`src/rtl/alu_multicycle_if.sv`:
```
// Handshake/operand bus between an ALU requester and alu_multicycle.
// ALU_MULTICYCLE_REM_EN adds the remainder signal to the bus.
interface alu_multicycle_if #(
    parameter int WIDTH = 16
);
    logic             start;
    logic [4:0]       alu_op;
    logic [WIDTH-1:0] op1;
    logic [WIDTH-1:0] op2;
    logic             busy;
    logic             done;
    logic [WIDTH-1:0] result;
    logic             branch;
    logic             div_zero;
`ifdef ALU_MULTICYCLE_REM_EN
    logic [WIDTH-1:0] remainder;

    modport master (
        output start, alu_op, op1, op2,
        input  busy, done, result, branch, div_zero, remainder
    );
    modport slave (
        input  start, alu_op, op1, op2,
        output busy, done, result, branch, div_zero, remainder
    );
`else
    modport master (
        output start, alu_op, op1, op2,
        input  busy, done, result, branch, div_zero
    );
    modport slave (
        input  start, alu_op, op1, op2,
        output busy, done, result, branch, div_zero
    );
`endif
endinterface

```
`src/rtl/alu_multicycle.sv`:
```
// Multicycle ALU: single-cycle arith/shift/logic/compare ops, restoring signed divider.
// Optional feature macro: ALU_MULTICYCLE_REM_EN (exposes the division remainder).
module alu_multicycle #(
    parameter int WIDTH = 16
) (
    input logic           clk,
    input logic           rst_n,
    alu_multicycle_if.slave bus
);
    localparam int SW = $clog2(WIDTH);

    typedef enum logic {IDLE, DIV} state_t;

    state_t           state_q, state_d;
    logic [SW-1:0]    cnt_q, cnt_d;
    logic             done_q, done_d;
    logic [WIDTH-1:0] result_q, result_d;
    logic             branch_q, branch_d;
    logic             div_zero_q, div_zero_d;

    // Divider working registers (no reset: only meaningful while in DIV)
    logic [WIDTH-1:0] prem_q, prem_d;
    logic [WIDTH-1:0] quo_q, quo_d;
    logic [WIDTH-1:0] dvs_q, dvs_d;
    logic             qneg_q, qneg_d;

    logic signed [WIDTH-1:0] a_s, b_s;
    logic [SW-1:0]           shamt;
    logic                    is_div;
    logic [WIDTH-1:0]        alu_res;
    logic                    alu_br;
    logic                    alu_dz;

    logic [WIDTH:0]   rem_sh;
    logic [WIDTH-1:0] rem_sub;
    logic             fits;
    logic [WIDTH-1:0] prem_nx;
    logic [WIDTH-1:0] quo_nx;

`ifdef ALU_MULTICYCLE_REM_EN
    logic [WIDTH-1:0] rem_out_q, rem_out_d;
    logic [WIDTH-1:0] alu_rem;
    logic             rneg_q, rneg_d;
`endif

    function automatic logic [WIDTH-1:0] mag(input logic signed [WIDTH-1:0] v);
        // -MIN wraps back to the MIN bit pattern, which read unsigned is exactly |MIN|
        return v[WIDTH-1] ? WIDTH'(-v) : WIDTH'(v);
    endfunction

    assign a_s    = bus.op1;
    assign b_s    = bus.op2;
    assign shamt  = bus.op2[SW-1:0];
    assign is_div = (bus.alu_op == 5'b000_11);

    always_comb begin
        alu_res = '0;
        alu_br  = 1'b0;
        alu_dz  = 1'b0;
`ifdef ALU_MULTICYCLE_REM_EN
        alu_rem = '0;
`endif
        case (bus.alu_op)
            5'b000_00: alu_res = a_s + b_s;
            5'b000_01: alu_res = a_s - b_s;
            5'b000_10: alu_res = a_s * b_s;
            5'b000_11: begin
                // Only reached here on divide-by-zero; real divisions go to DIV
                alu_res = '1;
                alu_dz  = 1'b1;
`ifdef ALU_MULTICYCLE_REM_EN
                alu_rem = bus.op1;
`endif
            end
            5'b001_00,
            5'b001_10: alu_res = bus.op1 << shamt;
            5'b001_01: alu_res = bus.op1 >> shamt;
            5'b001_11: alu_res = a_s >>> shamt;
            5'b010_00: alu_res = bus.op1 & bus.op2;
            5'b010_01: alu_res = ~bus.op1;
            5'b010_10: alu_res = bus.op1 | bus.op2;
            5'b010_11: alu_res = bus.op1 ^ bus.op2;
            5'b011_00: alu_res = WIDTH'(a_s < b_s);
            5'b011_01: alu_res = WIDTH'(a_s == b_s);
            5'b101_00: alu_br  = (a_s < b_s);
            5'b101_01: alu_br  = (a_s > b_s);
            5'b101_10: alu_br  = (a_s == b_s);
            default:   alu_res = '0;
        endcase
    end

    // One restoring step: shift in the next dividend bit, subtract if it fits
    assign rem_sh  = {prem_q, quo_q[WIDTH-1]};
    assign fits    = (rem_sh >= {1'b0, dvs_q});
    assign rem_sub = rem_sh[WIDTH-1:0] - dvs_q;
    assign prem_nx = fits ? rem_sub : rem_sh[WIDTH-1:0];
    assign quo_nx  = {quo_q[WIDTH-2:0], fits};

    always_comb begin
        state_d    = state_q;
        cnt_d      = cnt_q;
        done_d     = 1'b0;
        result_d   = result_q;
        branch_d   = branch_q;
        div_zero_d = div_zero_q;
        prem_d     = prem_q;
        quo_d      = quo_q;
        dvs_d      = dvs_q;
        qneg_d     = qneg_q;
`ifdef ALU_MULTICYCLE_REM_EN
        rem_out_d  = rem_out_q;
        rneg_d     = rneg_q;
`endif
        case (state_q)
            IDLE: begin
                if (bus.start) begin
                    if (is_div && (bus.op2 != '0)) begin
                        prem_d  = '0;
                        quo_d   = mag(a_s);
                        dvs_d   = mag(b_s);
                        qneg_d  = a_s[WIDTH-1] ^ b_s[WIDTH-1];
`ifdef ALU_MULTICYCLE_REM_EN
                        rneg_d  = a_s[WIDTH-1];
`endif
                        cnt_d   = SW'(WIDTH - 1);
                        state_d = DIV;
                    end else begin
                        done_d     = 1'b1;
                        result_d   = alu_res;
                        branch_d   = alu_br;
                        div_zero_d = alu_dz;
`ifdef ALU_MULTICYCLE_REM_EN
                        rem_out_d  = alu_rem;
`endif
                    end
                end
            end
            DIV: begin
                prem_d = prem_nx;
                quo_d  = quo_nx;
                if (cnt_q == '0) begin
                    state_d    = IDLE;
                    done_d     = 1'b1;
                    result_d   = qneg_q ? WIDTH'(-quo_nx) : quo_nx;
                    branch_d   = 1'b0;
                    div_zero_d = 1'b0;
`ifdef ALU_MULTICYCLE_REM_EN
                    rem_out_d  = rneg_q ? WIDTH'(-prem_nx) : prem_nx;
`endif
                end else begin
                    cnt_d = cnt_q - 1'b1;
                end
            end
            default: state_d = IDLE;
        endcase
    end

    always_ff @(posedge clk or negedge rst_n) begin
        if (!rst_n) begin
            state_q    <= IDLE;
            cnt_q      <= '0;
            done_q     <= 1'b0;
            result_q   <= '0;
            branch_q   <= 1'b0;
            div_zero_q <= 1'b0;
`ifdef ALU_MULTICYCLE_REM_EN
            rem_out_q  <= '0;
`endif
        end else begin
            state_q    <= state_d;
            cnt_q      <= cnt_d;
            done_q     <= done_d;
            result_q   <= result_d;
            branch_q   <= branch_d;
            div_zero_q <= div_zero_d;
`ifdef ALU_MULTICYCLE_REM_EN
            rem_out_q  <= rem_out_d;
`endif
        end
    end

    always_ff @(posedge clk) begin
        prem_q <= prem_d;
        quo_q  <= quo_d;
        dvs_q  <= dvs_d;
        qneg_q <= qneg_d;
`ifdef ALU_MULTICYCLE_REM_EN
        rneg_q <= rneg_d;
`endif
    end

    assign bus.busy     = (state_q == DIV);
    assign bus.done     = done_q;
    assign bus.result   = result_q;
    assign bus.branch   = branch_q;
    assign bus.div_zero = div_zero_q;
`ifdef ALU_MULTICYCLE_REM_EN
    assign bus.remainder = rem_out_q;
`endif

endmodule

```
`src/flat_wrapper.sv`:
```
// flat-port wrapper written by rule: the top's interface ports become plain ports
module alu_multicycle_flat 
#(
    parameter int WIDTH = 16
)
  (clk, rst_n, bus_start, bus_alu_op, bus_op1, bus_op2, bus_busy, bus_done, bus_result, bus_branch, bus_div_zero);
  alu_multicycle_if #(.WIDTH(WIDTH)) bus_i ();
  input logic clk;
  input logic rst_n;
  input wire logic [$bits(bus_i.start)-1:0] bus_start;
  input wire logic [$bits(bus_i.alu_op)-1:0] bus_alu_op;
  input wire logic [$bits(bus_i.op1)-1:0] bus_op1;
  input wire logic [$bits(bus_i.op2)-1:0] bus_op2;
  output wire logic [$bits(bus_i.busy)-1:0] bus_busy;
  output wire logic [$bits(bus_i.done)-1:0] bus_done;
  output wire logic [$bits(bus_i.result)-1:0] bus_result;
  output wire logic [$bits(bus_i.branch)-1:0] bus_branch;
  output wire logic [$bits(bus_i.div_zero)-1:0] bus_div_zero;
  assign bus_i.start = bus_start;
  assign bus_i.alu_op = bus_alu_op;
  assign bus_i.op1 = bus_op1;
  assign bus_i.op2 = bus_op2;
  assign bus_busy = bus_i.busy;
  assign bus_done = bus_i.done;
  assign bus_result = bus_i.result;
  assign bus_branch = bus_i.branch;
  assign bus_div_zero = bus_i.div_zero;
  alu_multicycle #(.WIDTH(WIDTH)) u_core (.clk(clk), .rst_n(rst_n), .bus(bus_i));
endmodule
```
`config.mk`:
```
export PLATFORM = sky130hd
export DESIGN_NAME = alu_multicycle_flat
export DESIGN_NICKNAME = d
export VERILOG_FILES = /design/src/rtl/alu_multicycle_if.sv /design/src/rtl/alu_multicycle.sv /design/src/flat_wrapper.sv
export SDC_FILE = /design/constraint.sdc
export NUM_CORES = 1
export LEC_CHECK = 0
export BUFFER_PORTS_ARGS = -buffer_cell sky130_fd_sc_hd__clkbuf_2
export CAP_MARGIN = 5
export CORE_MARGIN = 8
export CORE_UTILIZATION = 45
export CTS_BUF_LIST = sky130_fd_sc_hd__clkbuf_4
export DETAILED_ROUTE_END_ITERATION = 10
export SYNTH_ARGS = -nofsm -noshare
export SYNTH_HDL_FRONTEND = slang
export SYNTH_SLANG_ARGS = --single-unit
```
`constraint.sdc`:
```
create_clock -name clk -period 4.85 [get_ports clk]
set_input_delay 0.2425 -clock clk [delete_from_list [all_inputs] [get_ports clk]]
set_output_delay 0.2425 -clock clk [all_outputs]
set_load 0.005 [all_outputs]
```
==> results of run 1 <==
==> worst max-delay path: stages <==
cell and delay [ps]:
buf_8 110, ha_4 150, fa_1 550, inv_2 50
fa_1 540, inv_1 50, ha_2 170, fa_1 460
fa_1 510, inv_2 40, fa_1 500, inv_1 50
ha_2 180, or3_4 380, buf_4 140, buf_6 100
nor2_1 70, o21ai_1 70, o211a_1 140, xor2_1 180
a221o_1 360, a221oi_2 280, o21ai_1 110
==> sequential cells by signal, indices dropped and copies added (netlist names) <==
name                 count
u_core.bus.branch        1
u_core.quo_q            16
u_core.prem_q           16
u_core.qneg_q            1
u_core.bus.done          1
u_core.cnt_q             4
u_core.bus.result       16
u_core.dvs_q            16
u_core.bus.busy          1
u_core.bus.div_zero      1
==> worst min-delay path by stage <==
| stage | from | to | slack, ps | depth (start not counted) |
|---|---|---|---|---|
| final | bus_op2[10] | u_core.dvs_q[10] | 240 | 3 |
| after global routing | bus_op2[10] | u_core.dvs_q[10] | 250 | 3 |
| after CTS | bus_op2[10] | u_core.dvs_q[10] | 220 | 3 |
| after detailed placement | rst_n | u_core.bus.result[4] | 290 | 1 |
| after global placement | rst_n | u_core.cnt_q[2] | 270 | 1 |
| after floorplan | rst_n | u_core.bus.branch | -50 | 0 |
==> cells in the final DEF (no fill, tap or decap), drive strengths merged, types with 9 or more instances in the layout <==
master	count
mux4	20
a21boi	13
dfrtp	24
nand4	9
xnor2	82
a31oi	20
nand2	205
o21a	9
nand3	17
o211ai	14
nor3	26
fa	81
buf	177
a211oi	18
nand2b	13
clkbuf	63
o41ai	11
xor2	18
inv	197
or3	13
o31ai	13
o22ai	14
nor2	152
o21ai	91
a221o	11
a21oi	67
edfxtp	49
a21o	19
nor4	13
ha	132
mux2i	17
a221oi	13
==> logic make-up (layout without fill, tap and decap cells) <==
family / count (synthesis) / after routing / share of synthesized area [%]
DFF: 73 / 73 / 16.4
other: 0 / 1 / 0
AOI/OAI and AO/OA: 365 / 365 / 19.4
adders and majority gates: 213 / 213 / 25.9
xor gates and xnor gates: 100 / 100 / 6.94
buffers and inverters: 295 / 448 / 9.12
muxes: 38 / 38 / 5.01
and+or+nand+nor: 488 / 488 / 17.1
==> cell type report <==
cell class | count | area [sq um]
Inverter | 200 | 779
Clock inverter | 7 | 77.6
Timing Repair Buffer | 232 | 1690
Sequential cell | 73 | 2070
Tap cell | 378 | 473
Clock buffer | 9 | 67.6
Antenna cell | 1 | 2.50
Multi-Input combinational cell | 1204 | 9720
Fill cell | 2701 | 12800
==> cells in the mapped netlist (6+ instances only) <==
| cell type | number |
|---|---|
| fa_1 | 81 |
| dfrtp_1 | 24 |
| o21ai_0 | 86 |
| a21o_1 | 19 |
| o2111ai_1 | 7 |
| o41ai_1 | 10 |
| xor2_1 | 18 |
| a221o_1 | 11 |
| a221oi_1 | 12 |
| o31ai_1 | 12 |
| nand4_1 | 9 |
| nor4_1 | 11 |
| nand3_1 | 17 |
| nor2_1 | 152 |
| nand2b_1 | 13 |
| xnor2_1 | 82 |
| o21bai_1 | 8 |
| o22ai_1 | 13 |
| o211ai_1 | 14 |
| mux2i_1 | 17 |
| clkinv_1 | 6 |
| nor2b_1 | 8 |
| ha_1 | 132 |
| edfxtp_1 | 49 |
| a22oi_1 | 7 |
| a21oi_1 | 67 |
| mux4_2 | 20 |
| a211oi_1 | 17 |
| nand2_1 | 205 |
| or3_1 | 12 |
| a21boi_0 | 13 |
| buf_2 | 22 |
| o21a_1 | 9 |
| and3_1 | 7 |
| buf_1 | 6 |
| inv_1 | 188 |
| nor3_1 | 26 |
| a31oi_1 | 20 |
| clkbuf_1 | 65 |
==> per-stage QoR <==
| step | power (uW) | area (sq um) |
|---|---|---|
| final | 7360 | 14900 |
| after global routing | 7950 | 14900 |
| after CTS | 6840 | 14600 |
| after detailed placement | 6350 | 14400 |
| after global placement | 6280 | 14400 |
| after floorplan | 4390 | 12800 |
==> power by group <==
group | leakage (uW) | total [uW] | switching (uW) | internal, uW
Sequential | 0.000769 | 1170 | 190 | 985
Combinational | 0.00593 | 5780 | 3220 | 2560
Clock | 0.0000769 | 408 | 246 | 161
Total | 0.00678 | 7360 | 3660 | 3700
==> metal layers <==
layer	share of wire, %	routed length [um]	up-vias
met1	41	19700	6004
met2	47	22800	555
met3	8.0	3890	106
met5	0	0	-
met4	4.3	2060	0
li1	-	-	5696
==> timing repair <==
action / CTS / global route
resized for setup: 16 / 57
endpoints found under the setup margin: 6 / 8
pin swaps: 8 / 20
hold endpoints to repair: 24 / 0
hold buffers: 1 / 0
buffers inserted: 0 / 4
==> flow_results.xml, run 1 <==
<?xml version="1.0" encoding="UTF-8"?>
<metrics>
  <group name="run_status">
    <metric name="status" unit="">complete, but fails checks</metric>
    <metric name="violations" unit="">negative setup slack</metric>
  </group>
  <group name="yosys">
    <metric name="synthesis.area" unit="sq um">12600</metric>
    <metric name="synth_warnings" unit="">0</metric>
    <metric name="ys_ff_latch" unit="">73</metric>
    <metric name="synth.top_cell.area_share" unit="%">13.1</metric>
    <metric name="async_reset_ff_share" unit="%">32.9</metric>
    <metric name="syn-instance-count" unit="">1572</metric>
    <metric name="synth.net_count" unit="">1825</metric>
    <metric name="ys_top_cells_by_area" unit="">ha_1 (13%), fa_1 (13%), edfxtp_1 (12%)</metric>
    <metric name="post_synth.cell_area_avg" unit="sq um">8.03</metric>
    <metric name="synth_area_leader_cell" unit="">ha_1</metric>
    <metric name="seq_area_frac_synth" unit="%">16.4</metric>
    <metric name="ys_types" unit="">82</metric>
    <metric name="number_of_enable_type_register_cells_in_the_synthesized_netlist" unit="">49</metric>
    <metric name="synthFlopType" unit="">edfxtp_1</metric>
  </group>
  <group name="die">
    <metric name="floorplan.die.width" unit="um">183</metric>
    <metric name="top_level_ports" unit="">60</metric>
    <metric name="overall_die_area" unit="sq um">33700</metric>
    <metric name="rows" unit="">61</metric>
    <metric name="placeableCoreArea" unit="sq um">27700</metric>
    <metric name="start_util" unit="%">45.6</metric>
    <metric name="floorplan.die.height" unit="um">183</metric>
  </group>
  <group name="route">
    <metric name="detail-route-antenna-nets" unit="">0</metric>
    <metric name="drtPass1Iterations" unit="">8</metric>
    <metric name="vias_per_cell" unit="">5.88</metric>
    <metric name="drt_drc_violations_left" unit="">0</metric>
    <metric name="via_count" unit="">12361</metric>
    <metric name="drt-initial-drc-count" unit="">1262</metric>
    <metric name="detail_route.wl_per_cell" unit="um">23.0</metric>
    <metric name="drt_wl_total" unit="um">48500</metric>
  </group>
  <group name="global_route">
    <metric name="combined_global_route_utilization_of_all_metal_layers" unit="%">28.6</metric>
    <metric name="first_pass_grt_wire_length" unit="um">73300</metric>
    <metric name="grt.overflow.total" unit="">0</metric>
    <metric name="grt_antenna_before_repair" unit="">1</metric>
    <metric name="grtUsageMet1" unit="%">37.5</metric>
    <metric name="top_usage_layer" unit="">met2</metric>
    <metric name="number_of_global_route_vias_before_repair" unit="">12133</metric>
    <metric name="met3_layer_usage_reported_by_global_route" unit="%">3.54</metric>
    <metric name="grt_start_max_net_pins" unit="">65</metric>
    <metric name="met2_usage" unit="%">47.0</metric>
  </group>
  <group name="placed_design">
    <metric name="placed_cells" unit="">2082</metric>
    <metric name="gpl.final_weighted_congestion" unit="">1.03</metric>
    <metric name="dp_wirelength" unit="um">39600</metric>
    <metric name="dp_worst_setup_slack" unit="ps">-813</metric>
    <metric name="port_buffers" unit="">59</metric>
  </group>
  <group name="setup_path">
    <metric name="timing.setup.critical_path_class" unit="">in2reg</metric>
    <metric name="timing.critical_path.from_type" unit="">primary input</metric>
    <metric name="endpoint_kind" unit="">register</metric>
    <metric name="path_depth_of_the_worst_reg2reg_path" unit="">14</metric>
    <metric name="r2r_start" unit="">u_core.prem_q[12]</metric>
    <metric name="crit_end" unit="">u_core.bus.result[10]</metric>
    <metric name="worst_r2r_setup_slack" unit="ps">1070</metric>
    <metric name="endpoint_required_time_on_the_critical_path" unit="ps">5190</metric>
    <metric name="rr_endpoint" unit="">u_core.bus.result[14]</metric>
    <metric name="worstSetupStartpoint" unit="">bus_op2[4]</metric>
    <metric name="crit_arrival" unit="ps">5430</metric>
    <metric name="worstPathMaxFanout" unit="">3</metric>
  </group>
  <group name="cts">
    <metric name="clock-sinks" unit="">73</metric>
    <metric name="worstSkewPairLatency" unit="ps">450</metric>
    <metric name="tritoncts.num_buffers" unit="">9</metric>
    <metric name="cts_tree" unit="">yes</metric>
    <metric name="cts.path.max_buffers" unit="">2</metric>
    <metric name="ctsHtreeMaxLevel" unit="">3</metric>
    <metric name="ctsRootBufferMaster" unit="">clkbuf_4</metric>
    <metric name="path_clk_slew" unit="ps">130</metric>
  </group>
  <group name="timing">
    <metric name="final_worst_clock_skew" unit="ps">26.3</metric>
    <metric name="slew_headroom" unit="%">41.9</metric>
    <metric name="period_needed" unit="ps">5090</metric>
    <metric name="worstMarginPinSlew" unit="ps">864</metric>
    <metric name="max_freq" unit="MHz">196</metric>
    <metric name="fin_ws" unit="ps">-245</metric>
    <metric name="setup_total_negative_slack" unit="ps">-1040</metric>
    <metric name="final_hold_violating_endpoints" unit="">0</metric>
    <metric name="grt_setup_unrepaired" unit="">yes</metric>
    <metric name="setup_viol" unit="">5</metric>
    <metric name="fin_crit_sh" unit="%">105</metric>
    <metric name="hold_slack" unit="ps">243</metric>
    <metric name="report.final.slew_viol_count" unit="">0</metric>
  </group>
  <group name="pwr">
    <metric name="power.density_cell_area" unit="nW/um^2">495</metric>
    <metric name="power.leakage" unit="uW">0.00678</metric>
    <metric name="vdd.ir_drop.worst" unit="mV">0.377</metric>
  </group>
  <group name="cells_and_area">
    <metric name="syn2layout_area_growth" unit="%">17.9</metric>
    <metric name="finish.cell_count_without_fillers" unit="">2104</metric>
    <metric name="layout.core_utilization" unit="%">53.7</metric>
    <metric name="drive_above_1_share" unit="%">20.5</metric>
    <metric name="nets" unit="">1973</metric>
  </group>
  <group name="worst_hold_path">
    <metric name="hp-class" unit="">in2reg</metric>
  </group>
  <group name="job">
    <metric name="drv_cap" unit="">0</metric>
  </group>
</metrics>
(Power assumes the default switching activity.)
==> inputs of run 2 (changes only) <==
--- a/config.mk
+++ b/config.mk
@@ -8,7 +8,7 @@
 export BUFFER_PORTS_ARGS = -buffer_cell sky130_fd_sc_hd__clkbuf_2
 export CAP_MARGIN = 5
 export CORE_MARGIN = 8
-export CORE_UTILIZATION = 45
+export CORE_UTILIZATION = 35
 export CTS_BUF_LIST = sky130_fd_sc_hd__clkbuf_4
 export DETAILED_ROUTE_END_ITERATION = 10
 export SYNTH_ARGS = -nofsm -noshare
==> run 2 against run 1 <==
Against the previous run: the run still ends with negative setup slack left; worst setup slack improved by 1.2 ps; non-clock buffer count increased by 2; utilization is 11 points lower; largest cell class unchanged; clock skew fell by 0.88 ps.
==> flow_results.xml, run 2 (same netlist as run 1, synthesis figures left out) <==
<?xml version="1.0" encoding="UTF-8"?>
<metrics>
  <group name="cts">
    <metric name="path_clk_slew" unit="ps">140</metric>
    <metric name="clock-sinks" unit="">73</metric>
    <metric name="tritoncts.num_buffers" unit="">9</metric>
    <metric name="ctsHtreeMaxLevel" unit="">3</metric>
    <metric name="cts.path.max_buffers" unit="">2</metric>
    <metric name="cts_tree" unit="">yes</metric>
    <metric name="worstSkewPairLatency" unit="ps">440</metric>
    <metric name="ctsRootBufferMaster" unit="">clkbuf_4</metric>
  </group>
  <group name="setup_path">
    <metric name="worstSetupStartpoint" unit="">bus_op2[5]</metric>
    <metric name="crit_arrival" unit="ps">5410</metric>
    <metric name="worstPathMaxFanout" unit="">4</metric>
    <metric name="r2r_start" unit="">u_core.prem_q[10]</metric>
    <metric name="timing.setup.critical_path_class" unit="">in2reg</metric>
    <metric name="timing.critical_path.from_type" unit="">primary input</metric>
    <metric name="endpoint_kind" unit="">register</metric>
    <metric name="endpoint_required_time_on_the_critical_path" unit="ps">5160</metric>
  </group>
  <group name="timing">
    <metric name="fin_ws" unit="ps">-244</metric>
    <metric name="max_freq" unit="MHz">196</metric>
    <metric name="setup_total_negative_slack" unit="ps">-747</metric>
    <metric name="slew_headroom" unit="%">33.2</metric>
    <metric name="grt_setup_unrepaired" unit="">yes</metric>
    <metric name="final_worst_clock_skew" unit="ps">25.4</metric>
    <metric name="final_hold_violating_endpoints" unit="">0</metric>
    <metric name="fin_crit_sh" unit="%">105</metric>
    <metric name="period_needed" unit="ps">5090</metric>
    <metric name="setup_viol" unit="">6</metric>
    <metric name="worstMarginPinSlew" unit="ps">995</metric>
    <metric name="report.final.slew_viol_count" unit="">0</metric>
  </group>
  <group name="die">
    <metric name="floorplan.die.width" unit="um">206</metric>
    <metric name="rows" unit="">69</metric>
    <metric name="top_level_ports" unit="">60</metric>
    <metric name="overall_die_area" unit="sq um">42400</metric>
    <metric name="start_util" unit="%">35.5</metric>
    <metric name="placeableCoreArea" unit="sq um">35600</metric>
    <metric name="floorplan.die.height" unit="um">206</metric>
  </group>
  <group name="global_route">
    <metric name="first_pass_grt_wire_length" unit="um">72900</metric>
    <metric name="grt_antenna_before_repair" unit="">2</metric>
    <metric name="number_of_global_route_vias_before_repair" unit="">12388</metric>
    <metric name="grt.overflow.total" unit="">0</metric>
    <metric name="combined_global_route_utilization_of_all_metal_layers" unit="%">22.2</metric>
    <metric name="grt_start_max_net_pins" unit="">74</metric>
  </group>
  <group name="worst_hold_path">
    <metric name="hp-class" unit="">in2reg</metric>
    <metric name="hold_path_startpoint" unit="">bus_op2[4]</metric>
  </group>
  <group name="cells_and_area">
    <metric name="most_common_library_cell_in_the_layout_ignoring_fill_and_taps" unit="">nand2_1</metric>
    <metric name="finish.cell_count_without_fillers" unit="">2189</metric>
    <metric name="most-common-layout-cells" unit="">nand2_1 (201), inv_1 (171), buf_4 (162)</metric>
    <metric name="syn2layout_area_growth" unit="%">20.3</metric>
    <metric name="drive_above_1_share" unit="%">22.2</metric>
    <metric name="nets" unit="">1975</metric>
  </group>
  <group name="placed_design">
    <metric name="gpl.final_weighted_congestion" unit="">0.976</metric>
    <metric name="port_buffers" unit="">59</metric>
    <metric name="dp_wirelength" unit="um">39300</metric>
    <metric name="placed_cells" unit="">2159</metric>
  </group>
  <group name="route">
    <metric name="drt-initial-drc-count" unit="">1248</metric>
    <metric name="vias_per_cell" unit="">5.71</metric>
    <metric name="detail_route.wl_per_cell" unit="um">22.0</metric>
    <metric name="drt_drc_violations_left" unit="">0</metric>
    <metric name="drtPass1Iterations" unit="">5</metric>
    <metric name="via_count" unit="">12503</metric>
    <metric name="detail-route-antenna-nets" unit="">0</metric>
    <metric name="drt_wl_total" unit="um">48300</metric>
  </group>
  <group name="run_status">
    <metric name="status" unit="">complete, but fails checks</metric>
    <metric name="violations" unit="">negative setup slack</metric>
  </group>
  <group name="pwr">
    <metric name="clkPwrFrac" unit="%">5.6</metric>
    <metric name="power.density_cell_area" unit="nW/um^2">487</metric>
    <metric name="seq_pwr_share" unit="%">15.9</metric>
    <metric name="power.net_switching" unit="uW">3710</metric>
    <metric name="p_sw_share" unit="%">50.2</metric>
    <metric name="power.leakage" unit="uW">0.00681</metric>
    <metric name="p_int" unit="uW">3690</metric>
    <metric name="combPwrFrac" unit="%">78.5</metric>
    <metric name="vdd.ir_drop.worst" unit="mV">0.639</metric>
  </group>
  <group name="job">
    <metric name="drv_cap" unit="">0</metric>
  </group>
</metrics>
==> run 2: cell count changes in the layout (fill, tap and decap cells not counted), sizes merged <==
cell	change
buf	+4
clkinvlp	-2
clkbuf	-2
inv	+2
==> run 2: layout make-up <==
cell class	count	area, sq um
inverters	200	791
fillers	3598	20400
repair buffers	234	1770
clock inverters	7	83.8
well taps	461	577
diodes	1	2.50
flip-flops and latches	73	2070
multi-input cells	1204	9820
clock buffers	9	67.6
==> run 2: path summary, 6_finish.rpt <==
path | to | slack [ps] | cells after the start
max | u_core.bus.result[15] | -240 | 21
min | u_core.dvs_q[4] | 250 | 3
max reg2reg | u_core.bus.result[14] | 1220 | 14
min reg2reg | u_core.bus.result[3] | 510 | 2
max in group asynchronous | u_core.bus.busy | 4080 | 2
min in group asynchronous | u_core.bus.result[3] | 330 | 2
==> run 2: routing by layer <==
metal | global-route usage, % | share of wire, % | vias to the layer above
met5 | 0 | 0.019 | -
met4 | 8.39 | 3.7 | 2
met3 | 4.08 | 9.0 | 105
met2 | 36.0 | 46 | 601
met1 | 29.2 | 42 | 6086
li1 | - | - | 5709
==> run 2: through the flow <==
step | setup WS (ps) | cell area, sq um | util [%] | hold WS (ps) | total power (uW)
final | -244 | 15200 | 42.7 | 255 | 7400
after global routing | -351 | 15200 | 42.7 | 230 | 7970
after CTS | -324 | 14900 | 41.8 | 258 | 6870
after detailed placement | -902 | 14400 | 40.6 | 270 | 6180
after global placement | -886 | 14400 | 40.6 | 271 | 6110
after floorplan | -673 | 12800 | - | -53.1 | 4390
==> run 2: power by group through the flow <==
stage | clock network, uW | registers, uW | logic [uW]
6_report | 418 | 1170 | 5810
5_1_grt | 448 | 1200 | 6320
4_1_cts | 425 | 1170 | 5280
3_5_place_dp | 0 | 1180 | 5000
3_3_place_gp | 0 | 1170 | 4930
2_1_floorplan | 0 | 1130 | 3260
==> run 2: timing repair <==
item | 4_1_cts | 5_1_grt
endpoints found under the hold margin | 24 | 0
gates resized for setup | 54 | 82
buffers inserted | 4 | 10
setup endpoints to repair | 7 | 10
pin swaps | 31 | 54
hold buffers | 1 | 0
==> run 2: worst max-delay path, cell delays in order <==
cell and delay (ps):
clkbuf_8 130, buf_4 150, ha_1 230, xnor2_1 200, ha_2 310, inv_1 70, fa_2 450, fa_1 420
fa_1 500, inv_1 60, fa_1 540, inv_1 50, fa_1 470, inv_1 40, ha_1 310, nand2_2 80
o21ai_4 240, a31oi_4 130, xnor2_2 150, a221o_1 340, a221o_1 300
==> inputs of run 3 (changes only) <==
--- a/config.mk
+++ b/config.mk
@@ -11,6 +11,7 @@
 export CORE_UTILIZATION = 35
 export CTS_BUF_LIST = sky130_fd_sc_hd__clkbuf_4
 export DETAILED_ROUTE_END_ITERATION = 10
+export SETUP_SLACK_MARGIN = 0.02
 export SYNTH_ARGS = -nofsm -noshare
 export SYNTH_HDL_FRONTEND = slang
 export SYNTH_SLANG_ARGS = --single-unit
==> run 3 against run 2 <==
Against the previous run: the run still ends with negative setup slack left; sequential power is essentially flat; combinational power shrank 0.7%; design area is essentially flat; die area is the same; via count grew 0.11%; critical path type unchanged; largest power group unchanged.
==> flow_results.xml, run 3 (same netlist as run 1, synthesis figures left out) <==
<?xml version="1.0" encoding="UTF-8"?>
<metrics>
  <group name="cells_and_area">
    <metric name="nets" unit="">1976</metric>
    <metric name="most-common-layout-cells" unit="">nand2_1 (201), inv_1 (172), buf_4 (163)</metric>
    <metric name="footprint_of_the_flip_flops_and_latches" unit="sq um">2070</metric>
    <metric name="post_layout_instance_area" unit="sq um">15200</metric>
    <metric name="fill_cells" unit="">3601</metric>
    <metric name="multiInputGateArea" unit="sq um">9810</metric>
    <metric name="drive_above_1_share" unit="%">22.1</metric>
    <metric name="syn2layout_area_growth" unit="%">20.3</metric>
    <metric name="most_common_library_cell_in_the_layout_ignoring_fill_and_taps" unit="">nand2_1</metric>
  </group>
  <group name="global_route">
    <metric name="combined_global_route_utilization_of_all_metal_layers" unit="%">22.2</metric>
    <metric name="grt_start_max_net_pins" unit="">74</metric>
    <metric name="met2_usage" unit="%">36.0</metric>
    <metric name="number_of_global_route_vias_before_repair" unit="">12388</metric>
    <metric name="grt_antenna_before_repair" unit="">2</metric>
    <metric name="grtUsageMet1" unit="%">29.2</metric>
    <metric name="met3_layer_usage_reported_by_global_route" unit="%">4.08</metric>
    <metric name="top_usage_layer" unit="">met2</metric>
    <metric name="first_pass_grt_wire_length" unit="um">72900</metric>
    <metric name="grt.overflow.total" unit="">0</metric>
  </group>
  <group name="timing">
    <metric name="worstMarginPinSlew" unit="ps">1030</metric>
    <metric name="slew_headroom" unit="%">31.1</metric>
    <metric name="final_hold_violating_endpoints" unit="">0</metric>
    <metric name="fin_ws" unit="ps">-231</metric>
    <metric name="fin_crit_sh" unit="%">105</metric>
    <metric name="setup_total_negative_slack" unit="ps">-736</metric>
    <metric name="report.final.slew_viol_count" unit="">0</metric>
    <metric name="setup_viol" unit="">6</metric>
    <metric name="period_needed" unit="ps">5080</metric>
    <metric name="grt_setup_unrepaired" unit="">yes</metric>
    <metric name="max_freq" unit="MHz">197</metric>
    <metric name="final_worst_clock_skew" unit="ps">23.2</metric>
  </group>
  <group name="placed_design">
    <metric name="gpl.final_weighted_congestion" unit="">0.976</metric>
    <metric name="dp_worst_setup_slack" unit="ps">-902</metric>
    <metric name="port_buffers" unit="">59</metric>
    <metric name="dp_wirelength" unit="um">39300</metric>
    <metric name="postPlaceCellArea" unit="sq um">14400</metric>
  </group>
  <group name="route">
    <metric name="drt_drc_violations_left" unit="">0</metric>
    <metric name="detail-route-antenna-nets" unit="">0</metric>
    <metric name="drtPass1Iterations" unit="">6</metric>
    <metric name="vias_per_cell" unit="">5.72</metric>
    <metric name="detail_route.wl_per_cell" unit="um">22.0</metric>
    <metric name="drt_wl_total" unit="um">48200</metric>
    <metric name="via_count" unit="">12517</metric>
    <metric name="drt-initial-drc-count" unit="">1173</metric>
  </group>
  <group name="run_status">
    <metric name="violations" unit="">negative setup slack</metric>
    <metric name="status" unit="">complete, but fails checks</metric>
  </group>
  <group name="job">
    <metric name="drv_cap" unit="">0</metric>
  </group>
  <group name="die">
    <metric name="rows" unit="">69</metric>
    <metric name="overall_die_area" unit="sq um">42400</metric>
    <metric name="floorplan.die.width" unit="um">206</metric>
    <metric name="start_util" unit="%">35.5</metric>
    <metric name="floorplan.die.height" unit="um">206</metric>
    <metric name="placeableCoreArea" unit="sq um">35600</metric>
    <metric name="top_level_ports" unit="">60</metric>
  </group>
  <group name="setup_path">
    <metric name="endpoint_kind" unit="">register</metric>
    <metric name="crit_arrival" unit="ps">5400</metric>
    <metric name="endpoint_required_time_on_the_critical_path" unit="ps">5170</metric>
    <metric name="timing.setup.critical_path_class" unit="">in2reg</metric>
    <metric name="timing.critical_path.from_type" unit="">primary input</metric>
    <metric name="path_depth_of_the_worst_reg2reg_path" unit="">14</metric>
    <metric name="worstPathMaxFanout" unit="">4</metric>
  </group>
  <group name="worst_hold_path">
    <metric name="hp-class" unit="">in2reg</metric>
    <metric name="min_path_cells" unit="">3</metric>
  </group>
  <group name="pwr">
    <metric name="power.density_cell_area" unit="nW/um^2">485</metric>
    <metric name="vdd.ir_drop.worst" unit="mV">0.647</metric>
    <metric name="power.total" unit="uW">7360</metric>
    <metric name="power.leakage" unit="uW">0.00681</metric>
  </group>
  <group name="cts">
    <metric name="cts_tree" unit="">yes</metric>
    <metric name="cts.path.max_buffers" unit="">2</metric>
    <metric name="ctsHtreeMaxLevel" unit="">3</metric>
    <metric name="ctsRootBufferMaster" unit="">clkbuf_4</metric>
    <metric name="path_clk_slew" unit="ps">140</metric>
    <metric name="tritoncts.num_buffers" unit="">9</metric>
    <metric name="clock-sinks" unit="">73</metric>
    <metric name="worstSkewPairLatency" unit="ps">440</metric>
  </group>
</metrics>
[run 3: cell count changes in the layout (fill, tap and decap cells not counted), sizes merged]
cell,change
buf,+1
[run 3: layer usage]
layer  wire (um)  up-vias
met2       22000      633
met4        1840        2
met1       20000     6051
met3        4350      117
li1            -     5714
met5           9        -
[run 3: worst max-delay path: stages]
cell and delay [ps]:
clkbuf_8 130, buf_4 150, ha_1 230, xnor2_1 190, ha_2 310, inv_1 70, fa_2 450, fa_1 420
fa_1 500, inv_1 60, fa_1 530, inv_1 50, fa_1 470, inv_1 40, ha_1 300, nand2_2 80
o21ai_4 240, a31oi_4 130, xnor2_2 150, a221o_1 340, a221o_1 300
[run 3: what timing repair did]
action,CTS,global route
buffers inserted,4,10
resized for setup,54,79
pin swaps,31,52
endpoints found under the setup margin,8,10
hold buffers,1,0
hold endpoints to repair,24,0
[run 3: metrics by stage]
step	hold WS, ps	utilization [%]	instances
final	256	42.7	2190
after global routing	230	42.7	2190
after global placement	271	40.6	2159
after floorplan	-53.1	-	1572
after CTS	258	41.8	2180
after detailed placement	270	40.6	2159
[run 3: path summary, 6_finish.rpt]
path                                      start                     to  slack (ps)
min in group asynchronous                 rst_n   u_core.bus.result[6]         320
setup / recovery                     bus_op2[5]  u_core.bus.result[15]        -230
hold / removal                       bus_op2[4]        u_core.dvs_q[4]         260
hold reg to reg            u_core.bus.result[3]   u_core.bus.result[3]         510
setup reg to reg              u_core.prem_q[10]  u_core.bus.result[14]        1230
max in group asynchronous                 rst_n        u_core.bus.busy        4090
[run 3: final cells by class]
class                      count  area share, %
clock inverter                 7          0.552
sequential                    73           13.7
antenna                        1         0.0165
timing repair buffer         235           11.7
inverter                     200           5.21
multi-input combinational   1204           64.6
tap                          461           3.80
clock buffer                   9          0.445
[run 3: where the power goes]
group	internal (uW)	total [uW]	leakage [uW]	switching (uW)
clock	167	418	0.0000795	251
combinational	2530	5770	0.00596	3240
sequential	985	1170	0.000769	187
